==> src/rtl/counter_sequencer.sv <==
// rtl/counter_sequencer.sv - run/pause/done sequencer driving an external decade counter
// Optional feature macro: CTRL_PRESCALER_EN (internal tick every DIV clocks while in RUN).
module counter_sequencer #(
  parameter int DIV = 5
) (
  input  logic       clk,
  input  logic       rst,
  input  logic       start,
  input  logic       pause,
  input  logic       clear,
  input  logic       tick,
  input  logic [3:0] target,
  input  logic       auto_reload,
  input  logic [3:0] count_in,
  output logic       cnt_en,
  output logic       cnt_clr,
  output logic       busy,
  output logic       done,
  output logic [1:0] state,
  output logic [7:0] runs
);

  localparam logic [1:0] S_IDLE   = 2'd0;
  localparam logic [1:0] S_RUN    = 2'd1;
  localparam logic [1:0] S_PAUSED = 2'd2;
  localparam logic [1:0] S_DONE   = 2'd3;

  logic [1:0] state_q, state_d;
  logic       cnt_en_q, cnt_en_d;
  logic       cnt_clr_q, cnt_clr_d;
  logic       done_q, done_d;
  logic [7:0] runs_q, runs_d;
  logic [3:0] limit;
  logic       terminal;
  logic       tick_int;

`ifdef CTRL_PRESCALER_EN
  localparam int PW = (DIV > 1) ? $clog2(DIV) : 1;

  logic [PW-1:0] presc_q, presc_d;
  logic          unused_tick;

  assign unused_tick = tick;
  assign tick_int    = (state_q == S_RUN) && (presc_q == PW'(DIV - 1));

  // Prescaler: restarts on every entry to RUN, free-runs in RUN, holds elsewhere
  always_comb begin
    presc_d = presc_q;
    if ((state_d == S_RUN) && (state_q != S_RUN)) begin
      presc_d = '0;
    end else if (state_q == S_RUN) begin
      presc_d = tick_int ? '0 : presc_q + PW'(1);
    end
  end

  // Prescaler register
  always_ff @(posedge clk) begin
    if (!rst) begin
      presc_q <= '0;
    end else begin
      presc_q <= presc_d;
    end
  end
`else
  logic unused_div;

  assign unused_div = (DIV > 1);
  assign tick_int   = tick;
`endif

  // Targets above the decade range saturate at 9
  assign limit    = (target > 4'd9) ? 4'd9 : target;
  assign terminal = (count_in == limit);

  // State register
  always_ff @(posedge clk) begin
    if (!rst) begin
      state_q <= S_IDLE;
    end else begin
      state_q <= state_d;
    end
  end

  // Next-state logic: clear > pause > start > tick
  always_comb begin
    state_d = state_q;
    if (clear) begin
      state_d = S_IDLE;
    end else begin
      case (state_q)
        S_IDLE, S_DONE: if (start) state_d = S_RUN;
        S_RUN: begin
          if (pause) begin
            state_d = S_PAUSED;
          end else if (tick_int && terminal) begin
            state_d = auto_reload ? S_RUN : S_DONE;
          end
        end
        S_PAUSED: if (start) state_d = S_RUN;
        default:  state_d = S_IDLE;
      endcase
    end
  end

  // Output logic: one-cycle strobes and run counter, same priority as the state logic
  always_comb begin
    cnt_en_d  = 1'b0;
    cnt_clr_d = 1'b0;
    done_d    = 1'b0;
    runs_d    = runs_q;
    if (clear) begin
      cnt_clr_d = 1'b1;
      runs_d    = 8'd0;
    end else begin
      case (state_q)
        S_IDLE, S_DONE: if (start) cnt_clr_d = 1'b1;
        S_RUN: begin
          if (!pause && tick_int) begin
            if (terminal) begin
              cnt_clr_d = 1'b1;
              done_d    = 1'b1;
              runs_d    = (runs_q == 8'hFF) ? 8'hFF : runs_q + 8'd1;
            end else begin
              cnt_en_d = 1'b1;
            end
          end
        end
        default: ;
      endcase
    end
  end

  // Output registers; reset leaves a clear pending for the counter
  always_ff @(posedge clk) begin
    if (!rst) begin
      cnt_en_q  <= 1'b0;
      cnt_clr_q <= 1'b1;
      done_q    <= 1'b0;
      runs_q    <= 8'd0;
    end else begin
      cnt_en_q  <= cnt_en_d;
      cnt_clr_q <= cnt_clr_d;
      done_q    <= done_d;
      runs_q    <= runs_d;
    end
  end

  assign cnt_en  = cnt_en_q;
  assign cnt_clr = cnt_clr_q;
  assign done    = done_q;
  assign runs    = runs_q;
  assign state   = state_q;
  assign busy    = (state_q == S_RUN) || (state_q == S_PAUSED);

endmodule
==> config.mk <==
export PLATFORM = sky130hd
export DESIGN_NAME = counter_sequencer
export DESIGN_NICKNAME = d
export VERILOG_FILES = /design/src/rtl/counter_sequencer.sv
export SDC_FILE = /design/constraint.sdc
export NUM_CORES = 1
export LEC_CHECK = 0
export CAP_MARGIN = 10
export CORE_MARGIN = 2
export CORE_UTILIZATION = 45
export CTS_CLUSTER_DIAMETER = 50
export DETAILED_ROUTE_END_ITERATION = 8
export GPL_ROUTABILITY_DRIVEN = 0
export GPL_TIMING_DRIVEN = 0
export PLACE_DENSITY = 0.79
export SYNTH_ARGS = -nofsm -noshare
export SYNTH_HDL_FRONTEND = slang
export SYNTH_SLANG_ARGS = --single-unit
==> constraint.sdc <==
create_clock -name clk -period 1.8 [get_ports clk]
set_input_delay 0.18 -clock clk [delete_from_list [all_inputs] [get_ports clk]]
set_output_delay 0.18 -clock clk [all_outputs]
set_load 0.03 [all_outputs]
* After elaboration in Yosys (flattened, before gate mapping)
Cells that the tools add are included.
** Word-level totals
- Flip-flop bits (word level) :: 13
- Input port bits :: 15
- Word-level logic and storage cells :: 41
** Operators by class
- Add/subtract/negate cells :: 1
- Reduce and logical (&&, ||, !) cells :: 12
- Order comparisons :: 1
- Eq/ne operators :: 7
- Bitwise gates (word level) :: 3
- Multiplexer cells :: 12
** Operators by type and width (number)
- adder 8 x 1 -> 8 bit, second input constant :: 1
- == test 8 bit, second input constant :: 1
- 2-to-1 mux 2 bit :: 4
- 2-to-1 mux 8 bit :: 1
- OR reduction 3 bit :: 2
- == test 2 bit, second input constant :: 2
- == test 4 bit :: 1
- greater-than comparator 4 bit, second input constant :: 1
- 2-to-1 mux 1 bit :: 4
- 2-to-1 mux 4 bit :: 1
- case mux 2 bit (2 select lines) :: 1
- OR reduction 2 bit :: 2
- OR reduction 4 bit :: 1
- != test 3 bit, second input constant :: 1
- NOT 1 bit :: 3
- AND reduction 3 bit :: 1
- == test 2 x 1 -> 1 bit, second input constant :: 1
- logical AND 1 bit :: 2
- zero test 2 bit :: 1
- != test 2 x 1 -> 1 bit, second input constant :: 1
- case mux 1 bit (2 select lines) :: 1
- AND reduction 2 bit :: 1
- zero test 1 bit :: 1
- logical OR 1 bit :: 1

* Longest topological paths before layout
Gate-level depths: netlist of run 1.
- Word-level depth :: 7
- Mapped depth :: 6
- Depth with buffers taken out :: 6

* Least setup slack after synthesis of run 1
OpenSTA, ideal clock, no wires.
- Path type :: register to register
- Start :: reg state_q[0] (netlist: state[0])
- End :: reg runs_q[2] (netlist: runs[2])
- Data required time :: 1.712 ns
- Setup time :: 0.088 ns
- Setup slack :: 0.151 ns
- Stages on the path, launching flop included :: 6
- Buffers on the path :: 0
- Data arrival time :: 1.561 ns
- Clock period less this slack :: 1.649 ns
- Cells stage by stage :: dfxtp_1 -> ha_1 -> or2b_1 -> nor2_8 -> a41oi_1 -> a311oi_2
** Between the ends
- Longest elaborated chain between the ends :: 2
** RTL lines
- start, declared :: RTL line 28 : logic [1:0] state_q, state_d;
- start signal, assigned :: RTL line 80 : state_q <= state_d;
- == test 2 x 1 -> 1 bit :: RTL line 115 : case (state_q)
- AND reduction 3 bit (no line)
- end signal, assigned :: RTL line 144 : runs_q <= runs_d;
- end, declared :: RTL line 32 : logic [7:0] runs_q, runs_d;
Every way passes these cells.
A chain may end at the register's enable or synchronous reset.

* Worst setup path in the final report of run 1
- Start :: reg state_q[0] (netlist: state[0])
- End :: out busy
** Between the ends
- Longest elaborated chain between the ends :: 2
- Elaborated cells between the ends (all ways) :: 3
** RTL lines
- == test 2 x 1 -> 1 bit or == test 2 bit (tied branches) :: RTL line 153 : assign busy = (state_q == S_RUN) || (state_q == S_PAUSED);
- logical OR 1 bit (*) :: RTL line 153
- end, declared :: RTL line 17 : output logic busy,
Every way passes the cells marked *; elsewhere a longest branch is shown, timed or not.

==> out/metrics.csv, run 1 <==
metric,value,unit
status,completed,
period_share,0.935,
synth-compound-area-share,0.323,
clkTransAtPathRegs,0.08,ns
p_int,0.000448,W
worstHoldStart,clear,
seqPwrFrac,0.467,
cap_violations,0,
final_max_slew_viol_count,0,
power_switching,0.000181,W
grt_max_degree,11,
io_pins,29,
crit_fanout,5,
tns,0,ns
irDropWorstVdd,244,uV
p_comb_frac,0.233,
syn2layout_area_growth,37.9,%
power.total,0.000628,W
r2r_slack,0.18,ns
timing.rr.end,runs[2],
nets,141,
reg2regPathDepth,6,
synth_nets,108,
synth.area.top_cells,"dfxtp_1, a211oi_1, ha_1",
worstHoldPathType,input pin to flip-flop,
post_cts_buffers,0,
ys_types,44,
start_util,0.465,
synth-seq-cells,13,
multi_input_area,588,um^2
synth_top_family_by_area,compound AO/OA/AOI/OAI gates,
num_rows,16,
final_hold_viol_count,0,
drive_above_1_share,0.190,
wl_per_cell,13.6,um
switching_share,0.288,
place_inst,144,
slew_headroom,0.713,
n_fill_cell,172,
crit_path_end_kind,output port,
synthSimpleGateAreaFrac,0.242,
post-place-ws,0.000857,ns
rsz0062_at_grt,false,
drc,0,
fmax,594,MHz
crit_required,1.62,ns
htree_num_levels,1,
rr_startpoint,state[1],
start_kind,flip-flop,
power_density,509,mW/mm^2
worstSetupPathType,flip-flop to output port,
hold_depth,3,
firstDrtPassIters,4,
via_per_inst,5.85,
hold_path_end,cnt_clr,
antenna_found_initial,0,
synth.largest_area_cell,dfxtp_1,
setup_ws,0.118,ns
grt_pass1_wl,3530,um
track_usage,0.189,
setup-violations-final,0,
core_area,0.00192,mm^2
crit_arrival,1.50,ns
dieArea,0.00236,mm^2
num_vias,866,
clockPowerShare,0.301,
finalCriticalPeriod,1.68,ns
cts.sinks,13,
grt_overflow_total,0,
antenna_cells,0,
drt_wl_total,2020,um
syn_area_per_cell,10.1,um^2
yosys.area_share.xor_xnor,0.0364,
p_leak,0.425,nW
postRouteAntennaNets,0,
synthesis.area,895,um^2
synth_cells,89,
final_cells,148,
yosys.area_share.adder,0.0559,
chipWidth,48.6,um
seq_area,260,um^2
cts_root_buf,clkbuf_4,
die_y,48.6,um
fin_skew,0.00126,ns
synth_top_area_share,0.291,
port_buffers,28,
grt_pass1_vias,853,
clkLatencyLatePin,0.28,ns
cts_buffer_depth,2,
cts_made_buffers,3,
muxShareOfSynthArea,0,
yosysWarnings,0,
cts_tree,built,
drtIter0Drc,22,
ys_seq_area_frac,0.291,
worstMarginPinSlew,0.428,ns
hpwlAfterDp,1590,um
through the flow:
step / utilization / hold WS [ns] / cell area, um^2
floorplan: - / 0.299 / 895
global placement: 0.629 / 0.545 / 1210
detailed placement: 0.629 / 0.548 / 1210
CTS: 0.642 / 0.538 / 1230
global route: 0.642 / 0.577 / 1230
finish: 0.642 / 0.535 / 1230
worst max path at each step:
stage / from / slack (ns) / end / cells after the start
2_1_floorplan: state[0] / 0.15 / runs[2] / 5
3_3_place_gp: target[1] / 0.04 / runs[1] / 5
3_5_place_dp: target[2] / 0.0009 / runs[3] / 5
4_1_cts: state[0] / 0.12 / busy / 4
5_1_grt: state[0] / 0.01 / busy / 4
6_report: state[0] / 0.12 / busy / 4
Yosys cell counts (all sizes together):
library cell and n:
nor2b 1, nand3 3, o32ai 1, a41oi 5, nor3 4, ha 4
dlymetal6s2s 1, nand3b 1, or2 1, o21a 2, or2b 2, a21oi 1
inv 4, dfxtp 13, a311oi 1, nor4b 1, o21ai 4, o22ai 1
a31o 1, o31ai 1, xnor2 2, and3 4, a31oi 5, a32oi 1
o22a 1, a211oi 8, nand4 2, buf 2, nand2 1, nand2b 1
nor4 2, and3b 1, nor2 6, and4bb 1
critical path: stages, from the launching register on:
cell and delay (ns):
dfxtp_1 0.41, inv_1 0.07, ha_1 0.30, inv_1 0.06, dlygate4sd2_1 0.38
cells in the final DEF, fill, tap and decap left out, drive strengths merged:
cell type,Yosys,final
clkdlybuf4s50,0,27
dfxtp,13,13
a211oi,8,8
nor2,6,6
a41oi,5,5
a31oi,5,5
inv,4,4
ha,4,4
nor3,4,4
o21ai,4,4
clkbuf,0,4
and3,4,4
nand3,3,3
xnor2,2,2
o21a,2,2
nand4,2,2
or2b,2,2
buf,2,2
nor4,2,2
nand3b,1,1
and4bb,1,1
or2,1,1
o22a,1,1
dlymetal6s2s,1,1
a31o,1,1
o22ai,1,1
nand2,1,1
nor4b,1,1
and3b,1,1
a311oi,1,1
o31ai,1,1
a21oi,1,1
nor2b,1,1
nand2b,1,1
o32ai,1,1
a32oi,1,1
dlygate4sd2,0,1
cells by family (layout without fill, tap and decap cells):
family	Yosys count	count (layout)
AO/OA/AOI/OAI	32	32
XOR/XNOR	2	2
adder cells (fa/ha/maj)	4	4
buffers and inverters	7	39
flip-flops	13	13
AND/OR/NAND/NOR	31	31
sequential cells by signal, summed over array words and instances, names as in the netlist:
register / flops
runs: 8
cnt_clr: 1
done: 1
cnt_en: 1
state: 2
power groups by stage:
stage	clock network (W)	registers [W]	logic, W
4_1_cts	0.000186	0.000293	0.000147
5_1_grt	0.000202	0.000294	0.000157
3_5_place_dp	0	0.000300	0.000148
3_3_place_gp	0	0.000300	0.000144
2_1_floorplan	0	0.000306	0.0000797
6_report	0.000189	0.000293	0.000146
layer usage:
metal,share of wire,vias up,track usage
li1,-,429,-
met1,0.43,398,0.221
met2,0.50,35,0.331
met3,0.049,4,0.0278
met4,0.017,0,0.105
met5,0,-,0
layout make-up:
| cell class | count | share of cell area |
|---|---|---|
| well taps | 27 | 0.0274 |
| clock buffers | 4 | 0.0213 |
| flip-flops and latches | 13 | 0.211 |
| repair buffers | 28 | 0.226 |
| inverters | 4 | 0.0122 |
| multi-input cells | 69 | 0.477 |
| plain buffers | 3 | 0.0254 |
what timing repair did:
| item | CTS | global route |
|---|---|---|
| hold buffers | 0 | 0 |
| resized for setup | 1 | 0 |
| setup endpoints to repair | 1 | 0 |
(Power assumes the default switching activity.)
==> run 2: changes to the inputs <==
--- a/config.mk
+++ b/config.mk
@@ -6,7 +6,7 @@
 export NUM_CORES = 1
 export LEC_CHECK = 0
 export CAP_MARGIN = 10
-export CORE_MARGIN = 2
+export CORE_MARGIN = 1
 export CORE_UTILIZATION = 45
 export CTS_CLUSTER_DIAMETER = 50
 export DETAILED_ROUTE_END_ITERATION = 8
==> constraint.sdc (replaced) <==
create_clock -name clk -period 1.8 [get_ports clk]
set_input_delay 0.18 -clock clk [delete_from_list [all_inputs] [get_ports clk]]
set_output_delay 0.18 -clock clk [all_outputs]
set_load 0.01 [all_outputs]
==> run 2 against run 1 <==
First-iteration DRC count is 9.1% lower. Global-route usage is 3.3 points higher. Setup slack worse by 0.078 ns. Maximum frequency is 4.4% lower. Via count is 0.58% higher. Clock power hardly changed. Count of clock-buffer cells in the layout stayed put. Cell area is 0.20% higher. Hold slack worse by 0.019 ns. Power is 1.1% lower. Register-to-register slack worse by 0.06 ns. Routed wire length is 6.3% higher. Critical path type unchanged. Highest routed layer unchanged.
==> out/metrics.csv, run 2 (same netlist as run 1, synthesis figures left out) <==
metric,value,unit
status,completed,
drive_above_1_share,0.198,
start_util,0.497,
cts_buffer_depth,2,
grt_overflow_total,0,
multi_input_area,588,um^2
rr_startpoint,runs[0],
firstDrtPassIters,4,
grt_max_degree,11,
final_common_cell,clkdlybuf4s50_1,
fmax,568,MHz
start_kind,flip-flop,
nets,141,
crit_start,state[0],
rsz0062_at_grt,false,
drt_wl_total,2140,um
antenna_found_initial,0,
worstMarginPinSlew,0.465,ns
final_hold_viol_count,0,
wl_per_cell,14.7,um
die_y,46.6,um
antenna_cells,0,
hold_ws,0.516,ns
post_cts_buffers,0,
p_leak,0.422,nW
worstHoldStart,state[0],
fin_skew,0.000896,ns
slew_headroom,0.688,
chipWidth,46.6,um
irDropWorstVdd,336,uV
cts.sinks,13,
core_area,0.00180,mm^2
cap_violations,0,
grt_pass1_vias,820,
port_buffers,28,
worstSetupPathType,flip-flop to output port,
power_density,503,mW/mm^2
hpwlAfterDp,1640,um
cts_tree,built,
via_per_inst,5.97,
setup-violations-final,0,
period_share,0.978,
drtIter0Drc,20,
htree_num_levels,1,
largest_reg_flops,8,
seq_area,264,um^2
io_pins,29,
clkTransAtPathRegs,0.08,ns
crit_path_end_kind,output port,
syn2layout_area_growth,38.2,%
cts.hold.buffers_added,0,
final_cell_mix,"clkdlybuf4s50_1, dfxtp_1, a211oi_1",
n_fill_cell,159,
drc,0,
power.total,0.000621,W
crit_fanout,5,
clkLatencyLatePin,0.28,ns
final_max_slew_viol_count,0,
track_usage,0.222,
dieArea,0.00217,mm^2
crit_arrival,1.58,ns
finalCriticalPeriod,1.76,ns
postRouteAntennaNets,0,
cts_root_buf,clkbuf_4,
crit_required,1.62,ns
worstHoldPathType,flip-flop to flip-flop,
num_rows,15,
grt_pass1_wl,3400,um
cts_made_buffers,3,
num_vias,871,
## run 2: cell count changes in the layout (fill, tap and decap cells not counted)
cell	before	now
clkdlybuf4s50_1	27	28
dfxtp_1	13	12
dfxtp_4	0	1
dlygate4sd2_1	1	0
## run 2: cell type report
class	instances	area share
tap	25	0.0253
sequential	13	0.214
clock buffer	4	0.0213
multi-input combinational	69	0.476
timing repair buffer	28	0.227
inverter	4	0.0121
buffer	3	0.0253
## run 2: critical path, cell delays in order (launching register included)
cell,delay (ns)
dfxtp_4,0.37
inv_1,0.05
ha_1,0.30
inv_1,0.06
clkdlybuf4s50_1,0.53
## run 2: report_power, final
group,switching [W],internal [W]
sequential,0.00000261,0.000290
combinational,0.0000676,0.0000723
clock,0.000103,0.0000860
## run 2: repair_timing
action / CTS / global route
endpoints found under the setup margin: 1 / 1
gates resized for setup: 1 / 1
hold endpoints to repair: 0 / 0
## run 2: path summary, 6_finish.rpt
kind	end	slack (ns)	cells after the start
setup / recovery	busy	0.04	4
setup reg to reg	runs[5]	0.12	5
hold reg to reg	state[0]	0.52	1
hold / removal	state[0]	0.52	1
## run 2: metrics by stage
stage | cells | instance area, um^2 | util | TNS (ns) | setup WS [ns]
CTS | 146 | 1230 | 0.685 | 0 | 0.0286
detailed placement | 142 | 1210 | 0.669 | -0.139 | -0.0316
floorplan | 89 | 895 | - | 0 | 0.320
global placement | 142 | 1210 | 0.669 | 0 | 0.0363
finish | 146 | 1240 | 0.686 | 0 | 0.0400
global route | 146 | 1240 | 0.686 | 0 | 0.00726
## run 2: per-layer routing
metal | vias up | GRT usage | share of wire
met5 | - | 0 | 0
met4 | 0 | 0.112 | 0.0079
met3 | 2 | 0.0235 | 0.047
met2 | 33 | 0.375 | 0.50
met1 | 417 | 0.274 | 0.44
li1 | 419 | - | -
==> run 3: changes to the inputs <==
--- a/config.mk
+++ b/config.mk
@@ -5,6 +5,7 @@
 export SDC_FILE = /design/constraint.sdc
 export NUM_CORES = 1
 export LEC_CHECK = 0
+export ABC_CLOCK_PERIOD_IN_PS = 1800
 export CAP_MARGIN = 10
 export CORE_MARGIN = 1
 export CORE_UTILIZATION = 45
==> results of run 3 <==
No change in the layout: final DEF, timing and power equal those of run 2.
